$ cat src/rtl/rst_seq.sv
// Reset sequencer placed after clk_mgmt. It synchronizes the PLL lock flag
// and waits for lock to stay stable before it releases the core reset. The
// peripheral reset is released a fixed number of cycles after the core reset.
// A loss of lock asserts both resets again and is counted. A software
// soft-reset request holds both resets for a short time and then runs the
// release sequence again.
module rst_seq #(
    parameter int SYNC_STAGES         = 2,
    parameter int LOCK_STABLE_CYCLES  = 1024,
    parameter int PERIPH_DELAY_CYCLES = 64,
    parameter int SOFT_RST_CYCLES     = 16,
    parameter int CNT_WIDTH           = 8
) (
    input  logic                 clk_in,
    input  logic                 rst_in,
    input  logic                 pll_locked,
    input  logic                 soft_rst_req,
    output logic                 rst_core_out,
    output logic                 rst_periph_out,
    output logic                 sys_ready,
    output logic [CNT_WIDTH-1:0] lock_loss_cnt
);

    // The phase counter is wide enough for the longest of the three waits.
    localparam int MAX_AB    = (LOCK_STABLE_CYCLES > PERIPH_DELAY_CYCLES) ?
                               LOCK_STABLE_CYCLES : PERIPH_DELAY_CYCLES;
    localparam int MAX_COUNT = (MAX_AB > SOFT_RST_CYCLES) ? MAX_AB : SOFT_RST_CYCLES;
    localparam int CW        = $clog2(MAX_COUNT) + 1;

    localparam logic [CW-1:0] LOCK_LAST   = CW'(LOCK_STABLE_CYCLES - 1);
    localparam logic [CW-1:0] PERIPH_LAST = CW'(PERIPH_DELAY_CYCLES - 1);
    localparam logic [CW-1:0] SOFT_LAST   = CW'(SOFT_RST_CYCLES - 1);

    typedef enum logic [2:0] {
        WAIT_LOCK,
        DEBOUNCE,
        CORE_REL,
        RUN,
        SOFT
    } state_t;

    logic [SYNC_STAGES-1:0] sync_q;
    logic                   locked_s;
    state_t                 state_q, state_d;
    logic [CW-1:0]          cnt_q, cnt_d;
    logic                   lock_lost;
    logic                   core_d, periph_d, ready_d;

    // Synchronizer chain that brings the asynchronous lock flag into the clk_in domain.
    // NOTE: sequential state uses non-blocking assignments, so every flop samples the
    // value from before the edge and the chain shifts by exactly one stage per clock.
    always_ff @(posedge clk_in or posedge rst_in) begin
        if (rst_in) begin
            sync_q <= '0;
        end else begin
            sync_q <= {sync_q[SYNC_STAGES-2:0], pll_locked};
        end
    end

    assign locked_s = sync_q[SYNC_STAGES-1];

    // Next-state and phase-counter logic. Lock loss has priority over a soft
    // request, and a soft request has priority over counter expiry.
    // NOTE: every signal gets its default value first, so no path can leave a
    // signal unassigned and no latch is inferred.
    always_comb begin
        state_d   = state_q;
        cnt_d     = cnt_q;
        lock_lost = 1'b0;
        unique case (state_q)
            WAIT_LOCK: begin
                if (locked_s) state_d = DEBOUNCE;
            end
            DEBOUNCE: begin
                // A dropout before the core is released is not a counted loss.
                if (!locked_s)               state_d = WAIT_LOCK;
                else if (cnt_q == LOCK_LAST) state_d = CORE_REL;
                else                         cnt_d   = cnt_q + 1'b1;
            end
            CORE_REL: begin
                if (!locked_s) begin
                    state_d   = WAIT_LOCK;
                    lock_lost = 1'b1;
                end else if (cnt_q == PERIPH_LAST) begin
                    state_d = RUN;
                end else begin
                    cnt_d = cnt_q + 1'b1;
                end
            end
            RUN: begin
                if (!locked_s) begin
                    state_d   = WAIT_LOCK;
                    lock_lost = 1'b1;
                end else if (soft_rst_req) begin
                    state_d = SOFT;
                end
            end
            SOFT: begin
                // Lock is known to be good here, so the debounce phase is skipped.
                if (!locked_s) begin
                    state_d   = WAIT_LOCK;
                    lock_lost = 1'b1;
                end else if (cnt_q == SOFT_LAST) begin
                    state_d = CORE_REL;
                end else begin
                    cnt_d = cnt_q + 1'b1;
                end
            end
            default: state_d = WAIT_LOCK;
        endcase
        if (state_d != state_q) cnt_d = '0;
    end

    // The output values are decoded from the next state, so the output flops
    // change on the same edge as the state flops.
    always_comb begin
        core_d   = !((state_d == CORE_REL) || (state_d == RUN));
        periph_d = (state_d != RUN);
        ready_d  = (state_d == RUN);
    end

    // State, phase counter and output registers.
    always_ff @(posedge clk_in or posedge rst_in) begin
        if (rst_in) begin
            state_q        <= WAIT_LOCK;
            cnt_q          <= '0;
            rst_core_out   <= 1'b1;
            rst_periph_out <= 1'b1;
            sys_ready      <= 1'b0;
        end else begin
            state_q        <= state_d;
            cnt_q          <= cnt_d;
            rst_core_out   <= core_d;
            rst_periph_out <= periph_d;
            sys_ready      <= ready_d;
        end
    end

    // Saturating lock-loss counter. Only rst_in clears it.
    always_ff @(posedge clk_in or posedge rst_in) begin
        if (rst_in) begin
            lock_loss_cnt <= '0;
        end else if (lock_lost && (lock_loss_cnt != '1)) begin
            lock_loss_cnt <= lock_loss_cnt + 1'b1;
        end
    end

endmodule

$ cat config.mk
export PLATFORM = sky130hd
export DESIGN_NAME = rst_seq
export DESIGN_NICKNAME = d
export VERILOG_FILES = /design/src/rtl/rst_seq.sv
export SDC_FILE = /design/constraint.sdc
export NUM_CORES = 1
export LEC_CHECK = 0
export CAP_MARGIN = 20
export CORE_ASPECT_RATIO = 1.2
export CORE_UTILIZATION = 55
export DETAILED_ROUTE_END_ITERATION = 12
export PLACE_DENSITY = 0.79
export RECOVER_POWER = 50
export SETUP_SLACK_MARGIN = 0.02
export SYNTH_ARGS = -nofsm -noshare
export SYNTH_HDL_FRONTEND = slang
export SYNTH_SLANG_ARGS = --single-unit
$ cat constraint.sdc
create_clock -name clk_in -period 2.6 [get_ports clk_in]
set_clock_uncertainty 0.15 [all_clocks]
set_input_delay 0.65 -clock clk_in [delete_from_list [all_inputs] [get_ports clk_in]]
set_output_delay 0.65 -clock clk_in [all_outputs]
set_load 0.01 [all_outputs]
=== Word-level counts from Yosys, hierarchy flattened ===
Cells that the tools add are included.

* Output and inout bits: 11
* Flip-flop bits (word level): 27
* Logic and storage cells: 54
* Bits of input ports: 4

* $add $sub $neg: 2
* Multiplexer cells: 20
* Reduce and logical (&&, ||, !) cells: 7
* Equal/unequal tests: 18

{| class="wikitable"
|+ Operator list
! cell !! count
|-
| 11-bit two-way mux || 7
|-
| 11-bit one-hot mux with 3 select lines || 1
|-
| 3-bit two-way mux || 9
|-
| 3-bit != test (second input constant) || 6
|-
| 3-bit one-hot mux with 5 select lines || 1
|-
| 3-bit by 2-bit equality test with 1-bit output (second input constant) || 4
|-
| 11-bit by 1-bit adder with 11-bit output (second input constant) || 1
|-
| 11-bit by 10-bit equality test with 1-bit output (second input constant) || 1
|-
| 11-bit by 4-bit equality test with 1-bit output (second input constant) || 1
|-
| 11-bit by 6-bit equality test with 1-bit output (second input constant) || 1
|-
| 8-bit by 1-bit adder with 8-bit output (second input constant) || 1
|-
| 8-bit != test (second input constant) || 1
|-
| 7-bit AND reduction || 1
|-
| 4-bit nonzero test || 1
|-
| 3-bit by 1-bit equality test with 1-bit output (second input constant) || 1
|-
| 3-bit equality test (second input constant) || 1
|-
| 3-bit zero test || 1
|-
| 3-bit by 2-bit != test with 1-bit output (second input constant) || 1
|-
| 3-bit != test || 1
|-
| 3-bit OR reduction || 1
|-
| 1-bit two-way mux || 2
|-
| 1-bit logical AND || 1
|-
| 1-bit zero test || 1
|-
| 1-bit logical OR || 1
|}

=== Logic depth before layout (Yosys ltp) ===
Gate-level depths: netlist of run 1.

* Depth in word-level cells: 7
* Mapped depth: 8
* Depth with buffers taken out: 7

=== Worst setup path before layout of run 1 ===
OpenSTA, ideal clock, no wires.

* Path type: register to register
* Start point: register cnt_q[6]
* End point: register cnt_q[1]
* Path buffers: 1
* Clock period less this slack: 2.034 ns
* Setup time: 0.118 ns
* Arrival time: 1.766 ns
* Slack: 0.566 ns
* Data required time: 2.332 ns
* Stages on the path, launching flop included: 8
* Path through: dfrtp_1 > nand4_2 > or2_1 > o41a_1 > buf_6 > o31ai_4 > a211o_4 > nor2_1

* Longest elaborated chain between the ends: 7
* Elaborated cells between the ends (all ways): 20
* Those cells by class: eq/ne (10); mux (8); reduce/logical (2)

{| class="wikitable"
|+ RTL lines
! item !! RTL line !! text
|-
| start, declared || 45 || <nowiki>logic [CW-1:0] cnt_q, cnt_d;</nowiki>
|-
| start signal, assigned || 132 || <nowiki>cnt_q <= cnt_d;</nowiki>
|-
| 11-bit by 4-bit equality test with 1-bit output (tied with other cells) || 103 || <nowiki>end else if (cnt_q == SOFT_LAST) begin</nowiki>
|-
| 3-bit two-way mux (on tied branches) || 103, 77, 84 ||
|-
| 3-bit two-way mux (on tied branches) || 100, 76, 81 ||
|-
| 3-bit one-hot mux with 5 select lines || 70 || <nowiki>unique case (state_q)</nowiki>
|-
| 3-bit != test || 111 || <nowiki>if (state_d != state_q) cnt_d = '0;</nowiki>
|-
| 3-bit != test (no source line) / 4-bit nonzero test (equally long branches) || -- ||
|-
| 7-bit AND reduction (no source line) || -- ||
|}

Several ways; a longest one is shown, not always the timed one.
A chain may end at the register's enable or synchronous reset.

=== Final worst setup path of run 1 ===
* Start point: register state_q[1]
* End point: register cnt_q[2]

* Longest elaborated chain between the ends: 6
* Elaborated cells between the ends (all ways): 26
* Those cells by class: eq/ne (11); mux (12); reduce/logical (3)

{| class="wikitable"
|+ RTL lines
! item !! RTL line !! text
|-
| start, declared || 44 || <nowiki>state_t state_q, state_d;</nowiki>
|-
| start signal, assigned || 131 || <nowiki>state_q <= state_d;</nowiki>
|-
| 3-bit two-way mux (on tied branches) (2 in series) || -- ||
|-
| 3-bit one-hot mux with 5 select lines || 70 ||
|-
| 3-bit != test || 111 ||
|-
| 3-bit != test (no source line) / 4-bit nonzero test (equally long branches) || -- ||
|-
| 7-bit AND reduction (no source line) || -- ||
|}

Several ways; a longest one is shown, not always the timed one.

==> results of run 1 <==
==> cell usage in the layout, fill, tap and decap left out, types with 3 or more instances in the layout <==
master and instances:
sky130_fd_sc_hd__a21oi_1 4, sky130_fd_sc_hd__a31oi_1 4, sky130_fd_sc_hd__and3_1 6, sky130_fd_sc_hd__clkbuf_4 3
sky130_fd_sc_hd__clkdlybuf4s50_1 12, sky130_fd_sc_hd__dfrtp_1 25, sky130_fd_sc_hd__inv_1 5, sky130_fd_sc_hd__nand2_1 13
sky130_fd_sc_hd__nand3_1 6, sky130_fd_sc_hd__nand4_1 3, sky130_fd_sc_hd__nor2_1 14, sky130_fd_sc_hd__nor2b_1 3
sky130_fd_sc_hd__o21ai_0 7, sky130_fd_sc_hd__xnor2_1 8, sky130_fd_sc_hd__xor2_1 8
==> metrics by stage <==
step / setup slack (ns) / hold slack [ns] / utilization (%)
finish: 0.187 / 0.219 / 68.1
global route: 0.0913 / 0.233 / 68.1
CTS: 0.245 / 0.221 / 68.4
detailed placement: 0.270 / 0.190 / 67.3
global placement: 0.286 / 0.183 / 67.3
floorplan: 0.566 / 0.181 / -
==> routing by layer <==
layer / up-vias / global-route usage [%] / wire length, µm
li1: 528 / - / -
met1: 559 / 31.5 / 1180
met2: 30 / 35.6 / 1350
met3: 6 / 4.11 / 102
met4: 0 / 12.7 / 51
met5: - / 0 / 0
==> worst max path at each step <==
| stage | start | end | slack [ns] |
|---|---|---|---|
| 6_report | state_q[1] | cnt_q[2] | 0.19 |
| 5_1_grt | state_q[1] | cnt_q[4] | 0.09 |
| 4_1_cts | state_q[0] | cnt_q[2] | 0.24 |
| 3_5_place_dp | soft_rst_req | cnt_q[2] | 0.27 |
| 3_3_place_gp | state_q[0] | cnt_q[4] | 0.29 |
| 2_1_floorplan | cnt_q[6] | cnt_q[1] | 0.57 |
==> power breakdown <==
group          leakage, nW  switching (W)  internal (W)
Clock               0.0177       0.000119     0.0000576
Sequential           0.357     0.00000644      0.000425
Combinational        0.340      0.0000263     0.0000174
Total                0.715       0.000151      0.000500
==> flip-flops by register name, indices dropped and copies added (netlist names) <==
name and flops:
rst_periph_out 1, rst_core_out 1, state_q 3, sync_q 2, lock_loss_cnt 8, cnt_q 11, sys_ready 1
==> final cells by class <==
type                            count  area share [%]
Clock inverter                      1           0.312
Inverter                            5            1.17
Clock buffer                        3            1.41
Tap cell                           31            2.42
Multi-Input combinational cell    104            42.7
Sequential cell                    27            42.3
Timing Repair Buffer               17            9.68
==> kinds of logic after synthesis <==
family                   count (synthesis)  synth area share (%)
multiplexers                             2                  1.51
AO/OA/AOI/OAI                           23                  12.1
buffers and inverters                   10                  3.46
flip-flops                              27                  48.0
AND/OR/NAND/NOR                         61                  23.1
adder cells (fa/ha/maj)                  2                  1.77
XOR/XNOR                                16                  9.93
==> out/results.ini, run 1 <==
[outcome]
status = complete, no violations

[floorplan]
core-area_um2 = 2350
row_count = 19
fp.dieW_um = 48.2
ios = 15
floorplan.initialDensity_pct = 60.0
die_height_um = 57.5
die_area_um2 = 2770

[logic_synthesis]
synth_largest_area_cell = sky130_fd_sc_hd__dfrtp_1
netlist_area_um2 = 1410
synthesis.yosys.warnings = 0
yosys.area.top_type_share_pct = 44.3
primary_ff_master_synth = sky130_fd_sc_hd__dfrtp_1
synthesized_area_divided_by_synthesized_cell_count_um2 = 10.0
count_of_state_elements_after_synthesis = 27
cell_types_occupying_the_most_area_after_synthesis = sky130_fd_sc_hd__dfrtp_1, sky130_fd_sc_hd__xnor2_1, sky130_fd_sc_hd__xor2_1
synth_cell_type_count = 38
synth_commonest_cells = sky130_fd_sc_hd__dfrtp_1, sky130_fd_sc_hd__nor2_1, sky130_fd_sc_hd__nand2_1, sky130_fd_sc_hd__xnor2_1, sky130_fd_sc_hd__xor2_1
ys_async_sr_fraction_pct = 100
postSynthCellCount = 141
synth-edff-count = 0
synth_most_common_cell = sky130_fd_sc_hd__dfrtp_1
synth_sequential_area_ratio_pct = 48.0
postSynthNetCount = 147

[clock_tree]
cts_max_path_buffers = 2
clock_tree.root_cell = sky130_fd_sc_hd__clkbuf_4
post_cts_buffers = 0
cts-buffers-inserted = 3
clk_pin_slew_ns = 0.14
cts-resized-gates = 0
cts_htree_levels = 1
clock_insertion_delay_worst_skew_ns = 0.32
tritoncts_clock_tree = built
clock_sink_count = 27
ctsHoldBuffers = 0

[routing]
firstDrtPassIters = 4
initialDrtViolationCount = 45
wire_per_inst_um = 14.2
drc = 0
drt-total-wl_um = 2680
routed_via_density = 5.97
antenna_violating_nets_post_route = 0
routed-via-count = 1123

[global_routing]
grt_start_max_net_pins = 28
grt_overflow_total = 0
wire_length_of_the_first_global_routing_pass_um = 4690
track_usage_pct = 23.7
antenna_violations_before_repair = 0
first_global_vias = 1057

[critical_path]
crit_fanout = 9
ff2ff_setup_slack_ns = 0.19
cp_top_family = compound AO/OA/AOI/OAI gates
worstPathRequired_ns = 2.71
worst-path-buf-inv = 1
crit_arrival_ns = 2.52
r2r-end = cnt_q[2]
rr_startpoint = state_q[1]
worstSetupStartpointType = flip-flop
worstSetupPathDepth = 7
endpoint_kind = flip-flop
cpPeakStageDelay_ns = 0.46
crit_path_cell_trace = clkbuf_1, or3b_1, a31oi_1, a22o_1, o31ai_4, a211o_4, nor2_1
setup.worst_path.class = flip-flop to flip-flop
worst-r2r-cell-count = 7
cpMaxStageDelayCell = sky130_fd_sc_hd__dfrtp_1

[sta]
maxSlewViolCount = 0
final_min_period_over_clock_period_pct = 92.8
fmax_ghz = 0.414
finalSetupTns_ns = 0
timing.max_slew.rel_slack_pct = 7.60
final.min_clock_period_ns = 2.41
timing.final.setup_violations = 0
worstMarginPinSlew_ns = 1.39
report.final.hold_viol_count = 0
unrepaired_setup_endpoints_after_global_routing = false

[pwr]
power-per-cell-area_nw_per_um2 = 406
p_leak_nw = 0.715
maximum_ir_drop_on_the_vdd_rail_mv = 0.294
total_power_w = 0.000651

[placed_design]
buffer_ports.inserted = 14
cell_total_after_placement = 184
dp_hpwl_um = 1940
place_congestion = 0.854
placement.cell_area_um2 = 1580

[hold_path]
min_delay_path_depth = 0
worstHoldPathType = flip-flop to flip-flop
hp-start = sync_q[0]
whs_endpoint = sync_q[1]

[layout]
final-seq-area_um2 = 678
multi_input_comb_area_um2 = 684
final_layout_size_suffix_gt1_share_pct = 7.01
areaGrowthSynthToFinish_pct = 13.6
fill_cells = 185
nNetsFinal = 164
finish.instance_area_um2 = 1600
antenna_cells = 0
layoutNonFillerInstCount = 188

[run]
max-cap-violations = 0

No activity file was read; power rests on OpenSTA's default activity.
==> run 2, diff against run 1 <==
CTS_CLUSTER_SIZE = 16   (was default)
==> results of run 2 <==
The final DEF is identical to that of run 1; final timing and power are the same.
